<file path="src/rtl/ext_sram_target.sv">
// Far-end responder for the multiplexed 16-bit external SRAM bus.
// Turns each decoded ALE/WE/OE bus cycle into one valid/ready memory request.
module ext_sram_target #(
    parameter logic [31:0] ADDR_BASE = 32'h0000_0000,
    parameter logic [31:0] ADDR_MASK = 32'hFFFF_0000,
    parameter int          TIMEOUT   = 15
) (
    input  logic        clk,
    input  logic        rst,
    input  logic [15:0] bus_din,
    input  logic        ale0,
    input  logic        ale1,
    input  logic        we,
    input  logic        oe,
    input  logic        bhe,
    output logic [15:0] bus_dout,
    output logic        bus_drive,
    output logic        mem_valid,
    output logic        mem_we,
    output logic [30:0] mem_addr,
    output logic [1:0]  mem_be,
    output logic [15:0] mem_wdata,
    input  logic        mem_ready,
    input  logic [15:0] mem_rdata,
    output logic        err
);

    typedef enum logic [2:0] {
        IDLE, ADDR_HI, WR_DATA, WR_REQ, RD_REQ, RD_HOLD, IGNORE
    } state_t;

    localparam logic [7:0] TMO_LAST = 8'(TIMEOUT - 1);

    state_t      state;
    logic [15:0] addr_lo;
    logic [15:0] pend_lo;
    logic [14:0] addr_hi;
    logic        ble;
    logic        hi_seen;
    logic        pend_ale0;
    logic        oe_lost;
    logic [7:0]  cnt;

    logic [14:0] hi_new;
    logic        ble_new;
    logic        take;
    logic        match;
    logic        resume;
    logic [15:0] resume_lo;

    // Address high half may arrive with the strobe or earlier; a fresh ale1 wins.
    assign hi_new    = ale1 ? bus_din[14:0] : addr_hi;
    assign ble_new   = ale1 ? bus_din[15] : ble;
    assign take      = ale1 | hi_seen;
    assign match     = ((({hi_new, addr_lo, 1'b0} ^ ADDR_BASE) & ADDR_MASK) == 32'd0);
    assign resume    = ale0 | pend_ale0;
    assign resume_lo = ale0 ? bus_din : pend_lo;

    always_ff @(posedge clk) begin
        if (rst) begin
            state     <= IDLE;
            addr_lo   <= '0;
            pend_lo   <= '0;
            addr_hi   <= '0;
            ble       <= 1'b0;
            hi_seen   <= 1'b0;
            pend_ale0 <= 1'b0;
            oe_lost   <= 1'b0;
            cnt       <= '0;
            bus_dout  <= '0;
            bus_drive <= 1'b0;
            mem_valid <= 1'b0;
            mem_we    <= 1'b0;
            mem_addr  <= '0;
            mem_be    <= '0;
            mem_wdata <= '0;
            err       <= 1'b0;
        end else begin
            cnt <= '0;
            case (state)
                IDLE: begin
                    if (ale0) begin
                        addr_lo <= bus_din;
                        hi_seen <= 1'b0;
                        state   <= ADDR_HI;
                    end
                end
                ADDR_HI: begin
                    if (ale0) begin
                        addr_lo <= bus_din;
                        hi_seen <= 1'b0;
                    end else begin
                        addr_hi  <= hi_new;
                        ble      <= ble_new;
                        mem_addr <= {hi_new, addr_lo};
                        if (take && !match) begin
                            state <= IGNORE;
                        end else if (take && oe) begin
                            mem_valid <= 1'b1;
                            mem_we    <= 1'b0;
                            mem_be    <= 2'b11;
                            oe_lost   <= 1'b0;
                            state     <= RD_REQ;
                        end else if (take && we) begin
                            state <= WR_DATA;
                        end else begin
                            hi_seen <= hi_seen | ale1;
                            if (cnt == TMO_LAST) begin
                                err   <= 1'b1;
                                state <= IDLE;
                            end else begin
                                cnt <= cnt + 8'd1;
                            end
                        end
                    end
                end
                WR_DATA: begin
                    if (ale0) begin
                        addr_lo <= bus_din;
                        hi_seen <= 1'b0;
                        state   <= ADDR_HI;
                    end else begin
                        mem_wdata <= bus_din;
                        mem_be    <= {bhe, ble};
                        if ({bhe, ble} != 2'b00) begin
                            mem_valid <= 1'b1;
                            mem_we    <= 1'b1;
                            state     <= WR_REQ;
                        end else begin
                            state <= IDLE;
                        end
                    end
                end
                WR_REQ, RD_REQ: begin
                    // A read is only served if oe stayed up for the whole request.
                    if (state == RD_REQ && !oe) begin
                        oe_lost <= 1'b1;
                        err     <= 1'b1;
                    end
                    if (mem_ready) begin
                        mem_valid <= 1'b0;
                        pend_ale0 <= 1'b0;
                        hi_seen   <= 1'b0;
                        if (resume) begin
                            addr_lo <= resume_lo;
                            state   <= ADDR_HI;
                        end else if (state == RD_REQ && oe && !oe_lost) begin
                            bus_dout  <= mem_rdata;
                            bus_drive <= 1'b1;
                            state     <= RD_HOLD;
                        end else begin
                            state <= IDLE;
                        end
                    end else if (ale0) begin
                        pend_ale0 <= 1'b1;
                        pend_lo   <= bus_din;
                    end
                end
                RD_HOLD: begin
                    if (ale0) begin
                        bus_drive <= 1'b0;
                        addr_lo   <= bus_din;
                        hi_seen   <= 1'b0;
                        state     <= ADDR_HI;
                    end else if (!oe) begin
                        bus_drive <= 1'b0;
                        state     <= IDLE;
                    end else if (cnt == TMO_LAST) begin
                        err       <= 1'b1;
                        bus_drive <= 1'b0;
                        state     <= IDLE;
                    end else begin
                        cnt <= cnt + 8'd1;
                    end
                end
                IGNORE: begin
                    if (ale0) begin
                        addr_lo <= bus_din;
                        hi_seen <= 1'b0;
                        state   <= ADDR_HI;
                    end else if (!oe && !we) begin
                        state <= IDLE;
                    end
                end
                default: state <= IDLE;
            endcase
        end
    end

endmodule
</file>
<file path="config.mk">
export PLATFORM = sky130hd
export DESIGN_NAME = ext_sram_target
export DESIGN_NICKNAME = d
export VERILOG_FILES = /design/src/rtl/ext_sram_target.sv
export SDC_FILE = /design/constraint.sdc
export NUM_CORES = 1
export LEC_CHECK = 0
export CAP_MARGIN = 5
export CORE_MARGIN = 5
export CORE_UTILIZATION = 35
export DETAILED_ROUTE_END_ITERATION = 10
export MAX_ROUTING_LAYER = met4
export PLACE_DENSITY_LB_ADDON = 0.12
export SLEW_MARGIN = 40
export SYNTH_ARGS = -nofsm -noshare
export SYNTH_HDL_FRONTEND = slang
export SYNTH_SLANG_ARGS = --single-unit
export TNS_END_PERCENT = 100
</file>
<file path="constraint.sdc">
create_clock -name clk -period 1.6 [get_ports clk]
set_input_delay 0.16 -clock clk [delete_from_list [all_inputs] [get_ports clk]]
set_output_delay 0.16 -clock clk [all_outputs]
set_load 0.05 [all_outputs]
</file>
# == Word level (Yosys, flattened, before mapping) ==
# Cells that the tools add are included.
# totals
register_bits,131
output_inout_bits,69
word_cells,163
# op_classes
addsub,1
n_eq_ne,29
muxes,71
bitwise_logic,5
n_reduce_logical,40
# ops
cell,count
16-bit 2-to-1 mux,4
8-bit 2-to-1 mux,7
3-bit 2-to-1 mux,13
32-bit zero test,1
16-bit case mux with 2 select lines,1
1-bit 2-to-1 mux,30
2-bit != test (second input constant),15
3-bit case mux with 6 select lines,1
8-bit case mux with 2 select lines,1
15-bit 2-to-1 mux,1
5-bit AND reduction,3
2-bit 2-to-1 mux,6
3-bit != test (second input constant),4
4-bit AND reduction,3
6-bit AND reduction,2
2-bit nonzero test,6
3-bit equality test (second input constant),3
1-bit case mux with 3 select lines,3
3-bit nonzero test,3
8-bit by 1-bit adder with 8-bit output (second input constant),1
8-bit by 4-bit equality test with 1-bit output (second input constant),1
2-bit AND reduction,4
8-bit AND reduction,1
1-bit logical AND,7
other kinds (15),25

# == Longest topological paths before layout ==
# logic_depth
depth_word,7
depth_mapped,8
depth_no_buf,6

# == Worst setup path after synthesis ==
# OpenSTA, ideal clock, no wires.
# synth_path
kind,register to register
start,register mem_addr[20] (netlist name)
end,register oe_lost
setup_time_ns,0.116
arrival_time_ns,1.555
required_ns,1.484
path_slack_ns,-0.071
stages_incl_launch_ff,6
n_path_buf,0
synth_period_minus_slack_ns,1.671
path_cell_list,dfxtp_1 -> nor4_1 -> nand3_1 -> o22ai_2 -> nand4_1 -> a31o_2
# synth_lines
item,line_no,source
to (signal assigned),68,oe_lost <= 1'b0;
to (signal assigned),102,oe_lost <= 1'b0;
to (signal assigned),137,oe_lost <= 1'b1;
to (decl),41,logic oe_lost;

==> metrics <==
status=finished, violations left; violated checks=setup timing; WL final=16300 um; vias in the first global route=between 4000 and 5000; WHS=about 0.35 ns; footprint of the multi-input gates=between 2000 and 3000 um^2; Setup violations, final=30; CP max-delay cell=dfxtp_2; drt pass-1 iters=4; fillcell total=roughly 1300; crit-path leading delay family=simple AND/OR/NAND/NOR gates; vias per std cell=5.01; max-cap violations=0; Worst-Skew Late Latency=between 0.4 and 0.5 ns; initial antenna violation count=0; starting density of the core=36.0%; max-slew violation count=0; pin count of the biggest net entering global routing=47; Die Ht=130 um; Placer Congestion=~0.94; syn nets=612; Worst EP required=~1.9 ns; critical-path cell list=nor4_4 -> nand3_2 -> o22ai_4 -> nand4_1 -> and3_1; Setup TNS=-0.520 ns; area of the mapped netlist=a little over 5000 um^2; wire per inst=16.9 um; Row Count=43; slew margin rel.=64.3%; CTS buffer count=17; clk slew on worst S/H paths=~0.060 ns; CTS H-Tree Depth=4; Arr. time, crit path=1.96 ns; Clock Skew=0.0105 ns; synthesized flop and latch total=between 100 and 150; fmax=605 MHz; most frequent cells after synthesis=116 x dfxtp_1, 94 x nand2_1, 65 x nor2_1, 56 x a21oi_1, 49 x mux2i_1; # IOs=109; design area=7950 um^2; post-synth top area cell=dfxtp_1; Post-layout nets=between 800 and 900; Post-synth EDFFs=0; Sequential cell area=2340 um^2; sequential-to-total area share from yosys stat=46.1%; crit share post-route=103%; DRC viols=0; first-pass GRT wire length=25500 um; detailed-placement wirelength estimate=11200 um; Final Util=between 50% and 60%; Final Hold Vio Count=0; clock sinks=about 120; top cells by area, synth=dfxtp_1 46%, mux2i_1 9.7%, nand2_1 7.0%, a21oi_1 5.6%, nor2_1 4.8%; Post-synth top flop=dfxtp_1; antenna cells=0; Slew @ Worst Pin=0.536 ns; core region area=14000 um^2; Final Power=9.61 mW; port bufs=108; startpoint class of the critical path=register; gr usage total=19.8%; CTS Root Cell=clkbuf_16; Pwr Density=1210 nW/um^2; top cell type's share of synthesized area=46.1%; placed instance area=6810 um^2; Final min period=approximately 1.7 ns; CP Capture Type=register; Yosys cell types=56; gr ovfl total=0; P&R area growth vs syn=57.7%; Worst Setup Slack, final=-0.0524 ns; top-count cell post-synth=dfxtp_1; chip width=130 um; layout cells sized above 1=38.7%; Cells after Synth=570; Initial DRC Count=322; Mean Syn Cell Area=~9 um^2; worst hold path class=input port to register; buffers and inverters on the worst path=0; Pleak=approximately 3.1 nW; kind of critical path=register to register; full die area=16900 um^2; CTS tree=built; RSZ-0062 raised after global routing=true; Peak VDD IR=0.000816 V; crit path max fanout=6; detailed-route via count=4838; CP max stage delay=0.33 ns; yosys warns=0; DRT antenna net count=0; async set-reset flop share out of synthesis=0%; Max clock buf depth=2
[final timing paths]
kind                 startpoint            end  slack [ns]  depth (start not counted)
hold reg to reg   mem_wdata[10]  mem_wdata[10]        0.46                          2
setup / recovery   mem_addr[24]         mem_we       -0.05                          5
setup reg to reg   mem_addr[24]         mem_we       -0.05                          5
hold / removal    mem_rdata[13]   bus_dout[13]        0.35                          3
[timing repair]
item	CTS	global route
pin swaps	7	36
endpoints found under the hold margin	1	0
gates cloned	2	3
endpoints found under the setup margin	85	67
setup buffers	5	7
gates resized for setup	29	62
hold buffers	1	0
[kinds of logic (layout without fill, tap and decap cells)]
group,Yosys count,count (layout),share of synthesized area [%]
simple gates,238,238,21.7
flops,116,116,46.1
compound gates,111,111,16.0
mux,49,49,9.73
buf+inv,47,263,4.79
xor+xnor,7,7,1.22
fa+ha+maj,2,2,0.497
[worst register-to-register path, stage by stage (launching register included)]
cell and delay (ns):
dfxtp_2 0.33, nor4_4 0.30, nand3_2 0.13, o22ai_4 0.28, nand4_1 0.25, and3_1 0.26
[routing by layer]
metal	track usage [%]	wire (um)	vias up
li1	-	-	2396
met3	4.63	734	29
met4	6.97	350	0
met5	-	0	-
met2	29.7	7520	126
met1	26.3	7700	2287
[cell usage in the layout, fill, tap and decap left out, types with 9 or more instances in the layout]
cell             instances
buf_6                   12
mux2i_2                 13
nor3_1                  11
nand2b_1                11
clkdlybuf4s50_1         38
nor2_1                  59
nand3_1                 22
buf_4                  160
nand2_1                 92
dfxtp_1                104
dfxtp_2                  9
a21oi_1                 56
clkbuf_16               20
mux2i_1                 32
a211oi_2                18
[state kept, by name, indices dropped and copies added (netlist names), 2 cells and up]
name / flops
cnt: 8
pend_lo: 16
bus_dout: 16
mem_addr: 31
state: 3
addr_lo: 16
mem_wdata: 16
mem_be: 2
[area by class of cell]
cell class / count / share of cell area [%]
multi-input cells: 407 / 35.2
clock inverters: 12 / 1.31
well taps: 180 / 2.83
repair buffers: 224 / 25.1
inverters: 7 / 0.331
flip-flops and latches: 116 / 29.5
clock buffers: 20 / 5.75
[report_power, final]
part           total, mW  internal (mW)  switching [mW]
sequential          3.26           3.09           0.172
combinational       2.77           1.26            1.51
clock               3.58           2.21            1.37
total               9.61           6.56            3.05
[per-stage QoR]
| step | setup slack (ns) | instances |
|---|---|---|
| 3_5_place_dp | -0.513 | 917 |
| 6_report | -0.0524 | 966 |
| 4_1_cts | -0.0584 | 957 |
| 2_1_floorplan | 0.00446 | 570 |
| 5_1_grt | -0.161 | 966 |
| 3_3_place_gp | -0.446 | 917 |
Power figures use the tool's default switching activity.
